===== config.mk =====
export PLATFORM = sky130hd
export DESIGN_NAME = score_controller_flat
export DESIGN_NICKNAME = d
export VERILOG_FILES = /design/src/rtl/score_controller_if.sv /design/src/rtl/score_controller.sv /design/src/flat_wrapper.sv
export SDC_FILE = /design/constraint.sdc
export NUM_CORES = 1
export LEC_CHECK = 0
export CORE_ASPECT_RATIO = 0.5
export CORE_MARGIN = 8
export CORE_UTILIZATION = 45
export CTS_BUF_LIST = sky130_fd_sc_hd__clkbuf_4 sky130_fd_sc_hd__clkbuf_8 sky130_fd_sc_hd__clkbuf_16
export DETAILED_ROUTE_END_ITERATION = 8
export MAX_ROUTING_LAYER = met4
export PLACE_DENSITY = 0.81
export SYNTH_ARGS = -nofsm -noshare
export SYNTH_HDL_FRONTEND = slang
export SYNTH_SLANG_ARGS = --single-unit

===== constraint.sdc =====
create_clock -name clk -period 2.26 [get_ports clk]
set_clock_uncertainty 0.05 [all_clocks]
set_input_delay 0.226 -clock clk [delete_from_list [all_inputs] [get_ports clk]]
set_output_delay 0.226 -clock clk [all_outputs]
set_load 0.01 [all_outputs]

===== src/rtl/score_controller_if.sv =====
// Move handshake between the board engine (master) and the score controller (slave).
interface score_controller_if;
    logic        move_valid;
    logic [15:0] move_merge;
    logic        move_ready;

    modport master (
        output move_valid,
        output move_merge,
        input  move_ready
    );

    modport slave (
        input  move_valid,
        input  move_merge,
        output move_ready
    );
endinterface


===== src/rtl/score_controller.sv =====
// Sequences one move at a time into the 2048 scorer, waits out its pipeline,
// then samples the settled BCD score and tracks the session best.
module score_controller #(
    parameter int PIPE_LAT   = 5,
    parameter int CLR_CYCLES = 6
) (
    input  logic                 clk,
    input  logic                 rst,
    score_controller_if.slave    mv,
    input  logic                 new_game,
    output logic [15:0]          score_en,
    output logic                 scorer_rst,
    input  logic [19:0]          score_bcd,
    output logic [19:0]          last_bcd,
    output logic [19:0]          best_bcd,
    output logic                 score_valid,
    output logic                 new_best,
    output logic                 busy
);

    localparam int CNT_MAX = (CLR_CYCLES > PIPE_LAT) ? CLR_CYCLES : PIPE_LAT;
    localparam int CNT_W   = $clog2(CNT_MAX + 1);

    typedef enum logic [2:0] {
        ST_CLEAR   = 3'd0,
        ST_IDLE    = 3'd1,
        ST_ISSUE   = 3'd2,
        ST_WAIT    = 3'd3,
        ST_COMPARE = 3'd4
    } state_t;

    state_t             state_r;
    state_t             state_s;
    logic [CNT_W-1:0]   cnt_r;
    logic [CNT_W-1:0]   cnt_s;
    logic [15:0]        score_en_r;
    logic [15:0]        score_en_s;
    logic [19:0]        last_bcd_r;
    logic [19:0]        last_bcd_s;
    logic [19:0]        best_bcd_r;
    logic [19:0]        best_bcd_s;
    logic               new_best_r;
    logic               new_best_s;
    logic               score_valid_r;
    logic               score_valid_s;
    logic               scorer_rst_r;
    logic               move_ready_r;
    logic               busy_r;
    logic               accept_s;

    // move_ready_r is high exactly while the state is IDLE, so it alone qualifies acceptance
    assign accept_s = mv.move_valid & move_ready_r;

    // Next-state and next-output decode; new_game overrides everything
    always_comb begin
        state_s       = state_r;
        cnt_s         = cnt_r;
        score_en_s    = 16'h0000;
        last_bcd_s    = last_bcd_r;
        best_bcd_s    = best_bcd_r;
        new_best_s    = new_best_r;
        score_valid_s = 1'b0;
        if (new_game) begin
            state_s    = ST_CLEAR;
            cnt_s      = CNT_W'(CLR_CYCLES);
            last_bcd_s = 20'h00000;
            new_best_s = 1'b0;
        end else begin
            case (state_r)
                ST_CLEAR: begin
                    if (cnt_r <= CNT_W'(1)) begin
                        state_s = ST_IDLE;
                        cnt_s   = '0;
                    end else begin
                        cnt_s = cnt_r - CNT_W'(1);
                    end
                end
                ST_IDLE: begin
                    // A zero mask is consumed in place with no scorer activity
                    if (accept_s && (mv.move_merge != 16'h0000)) begin
                        state_s    = ST_ISSUE;
                        score_en_s = mv.move_merge;
                    end else begin
                        state_s = ST_IDLE;
                    end
                end
                ST_ISSUE: begin
                    state_s = ST_WAIT;
                    cnt_s   = CNT_W'(PIPE_LAT);
                end
                ST_WAIT: begin
                    if (cnt_r <= CNT_W'(1)) begin
                        state_s = ST_COMPARE;
                        cnt_s   = '0;
                    end else begin
                        cnt_s = cnt_r - CNT_W'(1);
                    end
                end
                ST_COMPARE: begin
                    last_bcd_s    = score_bcd;
                    score_valid_s = 1'b1;
                    state_s       = ST_IDLE;
                    // Plain unsigned compare orders valid BCD by decimal magnitude
                    if (score_bcd > best_bcd_r) begin
                        best_bcd_s = score_bcd;
                        new_best_s = 1'b1;
                    end else begin
                        best_bcd_s = best_bcd_r;
                    end
                end
                default: begin
                    state_s = ST_CLEAR;
                    cnt_s   = CNT_W'(CLR_CYCLES);
                end
            endcase
        end
    end

    // State, counter and registered outputs; outputs are decoded from the next state
    always_ff @(posedge clk) begin
        if (!rst) begin
            state_r       <= ST_CLEAR;
            cnt_r         <= CNT_W'(CLR_CYCLES);
            score_en_r    <= 16'h0000;
            scorer_rst_r  <= 1'b0;
            move_ready_r  <= 1'b0;
            last_bcd_r    <= 20'h00000;
            best_bcd_r    <= 20'h00000;
            new_best_r    <= 1'b0;
            score_valid_r <= 1'b0;
            busy_r        <= 1'b1;
        end else begin
            state_r       <= state_s;
            cnt_r         <= cnt_s;
            score_en_r    <= score_en_s;
            scorer_rst_r  <= (state_s != ST_CLEAR);
            move_ready_r  <= (state_s == ST_IDLE);
            last_bcd_r    <= last_bcd_s;
            best_bcd_r    <= best_bcd_s;
            new_best_r    <= new_best_s;
            score_valid_r <= score_valid_s;
            busy_r        <= (state_s != ST_IDLE);
        end
    end

    assign mv.move_ready = move_ready_r;
    assign score_en      = score_en_r;
    assign scorer_rst    = scorer_rst_r;
    assign last_bcd      = last_bcd_r;
    assign best_bcd      = best_bcd_r;
    assign new_best      = new_best_r;
    assign score_valid   = score_valid_r;
    assign busy          = busy_r;

endmodule


===== src/flat_wrapper.sv =====
// flat-port wrapper written by rule: the top's interface ports become plain ports
module score_controller_flat 
#(
    parameter int PIPE_LAT   = 5,
    parameter int CLR_CYCLES = 6
)
  (clk, rst, new_game, score_en, scorer_rst, score_bcd, last_bcd, best_bcd, score_valid, new_best, busy, mv_move_valid, mv_move_merge, mv_move_ready);
  score_controller_if mv_i ();
  input  logic clk;
  input  logic rst;
  input  logic new_game;
  output logic [15:0] score_en;
  output logic scorer_rst;
  input  logic [19:0] score_bcd;
  output logic [19:0] last_bcd;
  output logic [19:0] best_bcd;
  output logic score_valid;
  output logic new_best;
  output logic busy;
  input wire logic [$bits(mv_i.move_valid)-1:0] mv_move_valid;
  input wire logic [$bits(mv_i.move_merge)-1:0] mv_move_merge;
  output wire logic [$bits(mv_i.move_ready)-1:0] mv_move_ready;
  assign mv_i.move_valid = mv_move_valid;
  assign mv_i.move_merge = mv_move_merge;
  assign mv_move_ready = mv_i.move_ready;
  score_controller #(.PIPE_LAT(PIPE_LAT), .CLR_CYCLES(CLR_CYCLES)) u_core (.clk(clk), .rst(rst), .mv(mv_i), .new_game(new_game), .score_en(score_en), .scorer_rst(scorer_rst), .score_bcd(score_bcd), .last_bcd(last_bcd), .best_bcd(best_bcd), .score_valid(score_valid), .new_best(new_best), .busy(busy));
endmodule

[Word-level counts from Yosys, hierarchy flattened]
Cells that the tools add are included.
Operators by class
  eq/ne operators: 6
  order comparisons: 2
  $add $sub $neg: 1
  bitwise gates (word level): 5
  muxes and demuxes: 8
  reductions and logical operators: 10
Operator list (number)
  $gt A20 B20 Y1: 1
  $reduce_bool A16 Y1: 1
  $pmux W3 S5: 1
  $mux W3: 4
  $pmux W3 S3: 1
  $eq A3 B1 Y1 const B: 2
  $eq A3 B2 Y1 const B: 2
  $reduce_or A2 Y1: 3
  $not A1 Y1: 4
  $reduce_or A4 Y1: 1
  $eq A3 B3 Y1 const B: 1
  $le A3 B1 Y1 const B: 1
  $logic_not A3 Y1: 1
  $ne A3 B1 Y1 const B: 1
  $reduce_and A3 Y1: 1
  $reduce_bool A3 Y1: 1
  $sub A3 B1 Y3 const B: 1
  $mux W2: 1
  $reduce_and A2 Y1: 1
  $and A1 B1 Y1: 1
  $logic_and A1 B1 Y1: 1
  $mux W1: 1
Word-level totals
  logic and storage cells: 42
  input bits: 40
  output and inout bits: 61
  bits in registers: 67

[Depth between registers and ports, before layout]
Gate-level depths: netlist (run 1).
  depth after elaboration: 6
  depth in mapped cells: 10
  depth with buffers taken out: 8

[Least setup slack after synthesis (run 1)]
OpenSTA, ideal clock, no wires.
  path type: reg2reg
  from: register u_core.best_bcd_r[19], in the netlist u_core.best_bcd[19]
  to: register u_core.best_bcd_r[0], in the netlist u_core.best_bcd[0]
  required time: 2.138 ns
  arrival: 1.886 ns
  buffers on the path: 2
  cell stages (with the launch flop): 11
  path slack: 0.252 ns
  clock period less this slack: 2.008 ns
  setup time: 0.072 ns
  cell sequence: dfxtp_1 > inv_1 > ha_1 > and4_1 > and4_1 > o21ai_1 > o211ai_1 > and3b_1 > buf_2 > buf_6 > mux2i_1
On the way
  cells in the longest elaborated chain, start to end: 2
RTL lines
  start, declared: line score_controller.sv:40  | logic [19:0] best_bcd_r;
  start signal, assigned: line score_controller.sv:139  | best_bcd_r <= best_bcd_s;
  $gt A20 B20 Y1: line score_controller.sv:104  | if (score_bcd > best_bcd_r) begin
  $reduce_and A3 Y1 (no line)
No other way between the ends.
A chain may end at the register's enable or synchronous reset.

[Worst setup path after layout (run 1)]
  from: register u_core.best_bcd_r[18], in the netlist u_core.best_bcd[18]
  to: register u_core.best_bcd_r[2], in the netlist u_core.best_bcd[2]
Same word-level chain as after synthesis.

==> flow_metrics.tcl, run 1 <==
set metrics [dict create \
    rows 21 \
    timing.hold.ws_ns 0.399 \
    rsz0062_at_grt "no" \
    async_flop_share_pct 0 \
    grt_pass1_vias 2681 \
    cts_tree "done" \
    die_h_um 73.4 \
    gp_congestion 0.811 \
    grt_usage_pct 17.5 \
    synth_area_leaders "dfxtp_1, nand2_1, ha_1, mux2i_1, a21oi_1" \
    synth-seq-cells 67 \
    io_buffers 100 \
    ant_nets 0 \
    cp_max_fo 8 \
    cts_buffers 9 \
    synth_most_common_cell "nand2_1" \
    drt_pre_antenna_iters 4 \
    yosysSeqAreaShare_pct 45.2 \
    layout.nets 526 \
    antenna_found_initial 0 \
    syn-cell-area_mm2 0.00297 \
    critPathLaunchType "flop" \
    drv_slew 0 \
    cts_resized 0 \
    hold_viol 0 \
    worst_slack_ns 0.131 \
    multi_input_area_mm2 0.00144 \
    grt_max_degree 41 \
    htree_levels 3 \
    clock_latency_ns 0.33 \
    first_iter_violations 185 \
    yosys.cell_types.count 36 \
    end_kind "flop" \
    required_ns 2.46 \
    synthTopCellsByCount "nand2_1, dfxtp_1, a21oi_1, inv_1, ha_1" \
    power_density_mw_per_mm2 630 \
    netlist_instances 351 \
    synth-edff-count 0 \
    period_share_pct 94.2 \
    synthFlopType "dfxtp_1" \
    crit_slowest_cell "dfxtp_1" \
    yosysWarningCount 0 \
    seq_area_mm2 0.00134 \
    finalSetupViolCount 0 \
    fill_cells 513 \
    crit_chain "inv_1 > ha_1 > and4_4 > and4_1 > o21ai_1 > o211ai_1 > and3b_2 > buf_6 > mux2i_1" \
    status "complete, no violations" \
    yosys.area.top_type_share_pct 45.2 \
    synth_nets 413 \
    grt_pass1_wl_um 12700 \
    instances_no_fill 561 \
    via_per_inst 4.77 \
    drc 0 \
    cts_num_sinks 67 \
    dp_hpwl_um 5750 \
    dp.cells 545 \
    drive_above_1_share_pct 8.74 \
    total_power_uw 2820 \
    io_pins 101 \
    area_growth_pct 50.9 \
    wl_per_cell_um 13.8 \
    root_buffer "clkbuf_16" \
    crit_path_max_incr_delay_ns 0.35 \
    cts_buffer_depth 2 \
    synth_top_area_cell "dfxtp_1" \
    critical_path_class "flop to flop" \
    leakage_uw 0.00166 \
    cp.arrival_ns 2.33 \
    hold_path_class "flop to flop" \
    wl_um 7740 \
    grt_overflow_total 0 \
    coreArea_mm2 0.00654 \
    dieArea_mm2 0.00960 \
    holdBufCountCts 0 \
    antenna_cells 0 \
    tightest_slew_ns 0.429 \
    drv_cap 0 \
    place_ws_ns -0.214 \
    clock.fmax_mhz 470 \
    cts_setup_buffers 0 \
    max_slew_margin_pct 71.4 \
    initial_core_util_pct 45.3 \
    irDropWorstVdd_mv 0.554 \
    min_period_ns 2.13 \
    avgSynthCellArea_um2 8.45 \
    fp.dieW_um 131 \
    cts.reportedPaths.clkPinSlew_ns 0.05 \
    vias 2676 \
]
==> per-layer routing <==
metal | GRT usage (%) | wire length [um]
met5 | - | 0
met4 | 7.06 | 147
met3 | 4.71 | 343
met2 | 28.9 | 3690
met1 | 20.1 | 3550
==> sequential cells by signal (all words and copies together) (netlist names) <==
signal	count
u_core.state_r	3
u_core.busy	1
u_core.cnt_r	3
u_core.new_best	1
u_core.score_valid	1
u_core.best_bcd	20
u_core.scorer_rst	1
u_core.mv.move_ready	1
u_core.score_en	16
u_core.last_bcd	20
==> area by class of cell <==
type                       instances  share of cell area, %
timing repair buffer             121                   26.0
tap                               92                   2.57
sequential                        67                   30.0
inverter                          26                   2.18
multi-input combinational        239                   32.2
clock buffer                      12                   5.95
clock inverter                     4                   1.06
==> power breakdown <==
part / switching (uW) / leakage, uW / internal, uW
Combinational: 87.2 / 0.000961 / 113
Clock: 493 / 0.000155 / 939
Sequential: 2.59 / 0.000540 / 1190
==> stage by stage <==
step / cell area (um2) / util (%) / TNS [ns]
floorplan: 2970 / - / 0
global placement: 4150 / 63.5 / -1.69
detailed placement: 4150 / 63.5 / -3.66
CTS: 4470 / 68.3 / 0
global route: 4480 / 68.4 / 0
finish: 4480 / 68.4 / 0
==> worst paths after layout <==
check | startpoint | endpoint | slack [ns] | depth (start not counted)
setup / recovery | u_core.best_bcd[18] | u_core.best_bcd[2] | 0.13 | 9
hold / removal | u_core.last_bcd[6] | u_core.last_bcd[6] | 0.40 | 2
setup reg to reg | u_core.best_bcd[18] | u_core.best_bcd[2] | 0.13 | 9
hold reg to reg | u_core.last_bcd[6] | u_core.last_bcd[6] | 0.40 | 2
==> cells in the final DEF (no fill, tap or decap), types with 6 or more instances in the layout <==
cell and count:
clkbuf_16 9, and2_1 17, clkdlybuf4s50_1 100, ha_1 22, dfxtp_1 67, a21oi_1 37
buf_4 19, nand2_1 90, mux2i_1 20, inv_1 26, nor4_1 6, nor2_1 9
==> critical path, delay by kind of cell (launching register included) <==
kind / cells / cell delay, ns
AO/OA/AOI/OAI: 2 / 0.19
adder cells (fa/ha/maj): 1 / 0.32
buffers and inverters: 2 / 0.22
flip-flops: 1 / 0.35
multiplexers: 1 / 0.22
AND/OR/NAND/NOR: 3 / 0.70
==> cell families (layout without fill, tap and decap cells) <==
kind of cell    after synthesis  after routing  share of synthesized area (%)
compound gates               54             54                           10.3
xor+xnor                      1              1                          0.295
fa+ha+maj                    22             22                           9.28
buf+inv                      45            163                           6.28
flops                        67             67                           45.2
mux                          20             20                           6.75
simple gates                142            142                           21.9
Note: power is estimated with default switching activity, not from simulation.
==> run 2: changes to the inputs <==
HOLD_SLACK_MARGIN = 0.06   (was unset)
==> results of run 2 <==
Final layout, timing and power as in run 1 (identical DEF).
==> run 3: changes to the inputs <==
CAP_MARGIN = 20   (was unset)
==> results of run 3 <==
Final layout, timing and power as in run 1 (identical DEF).
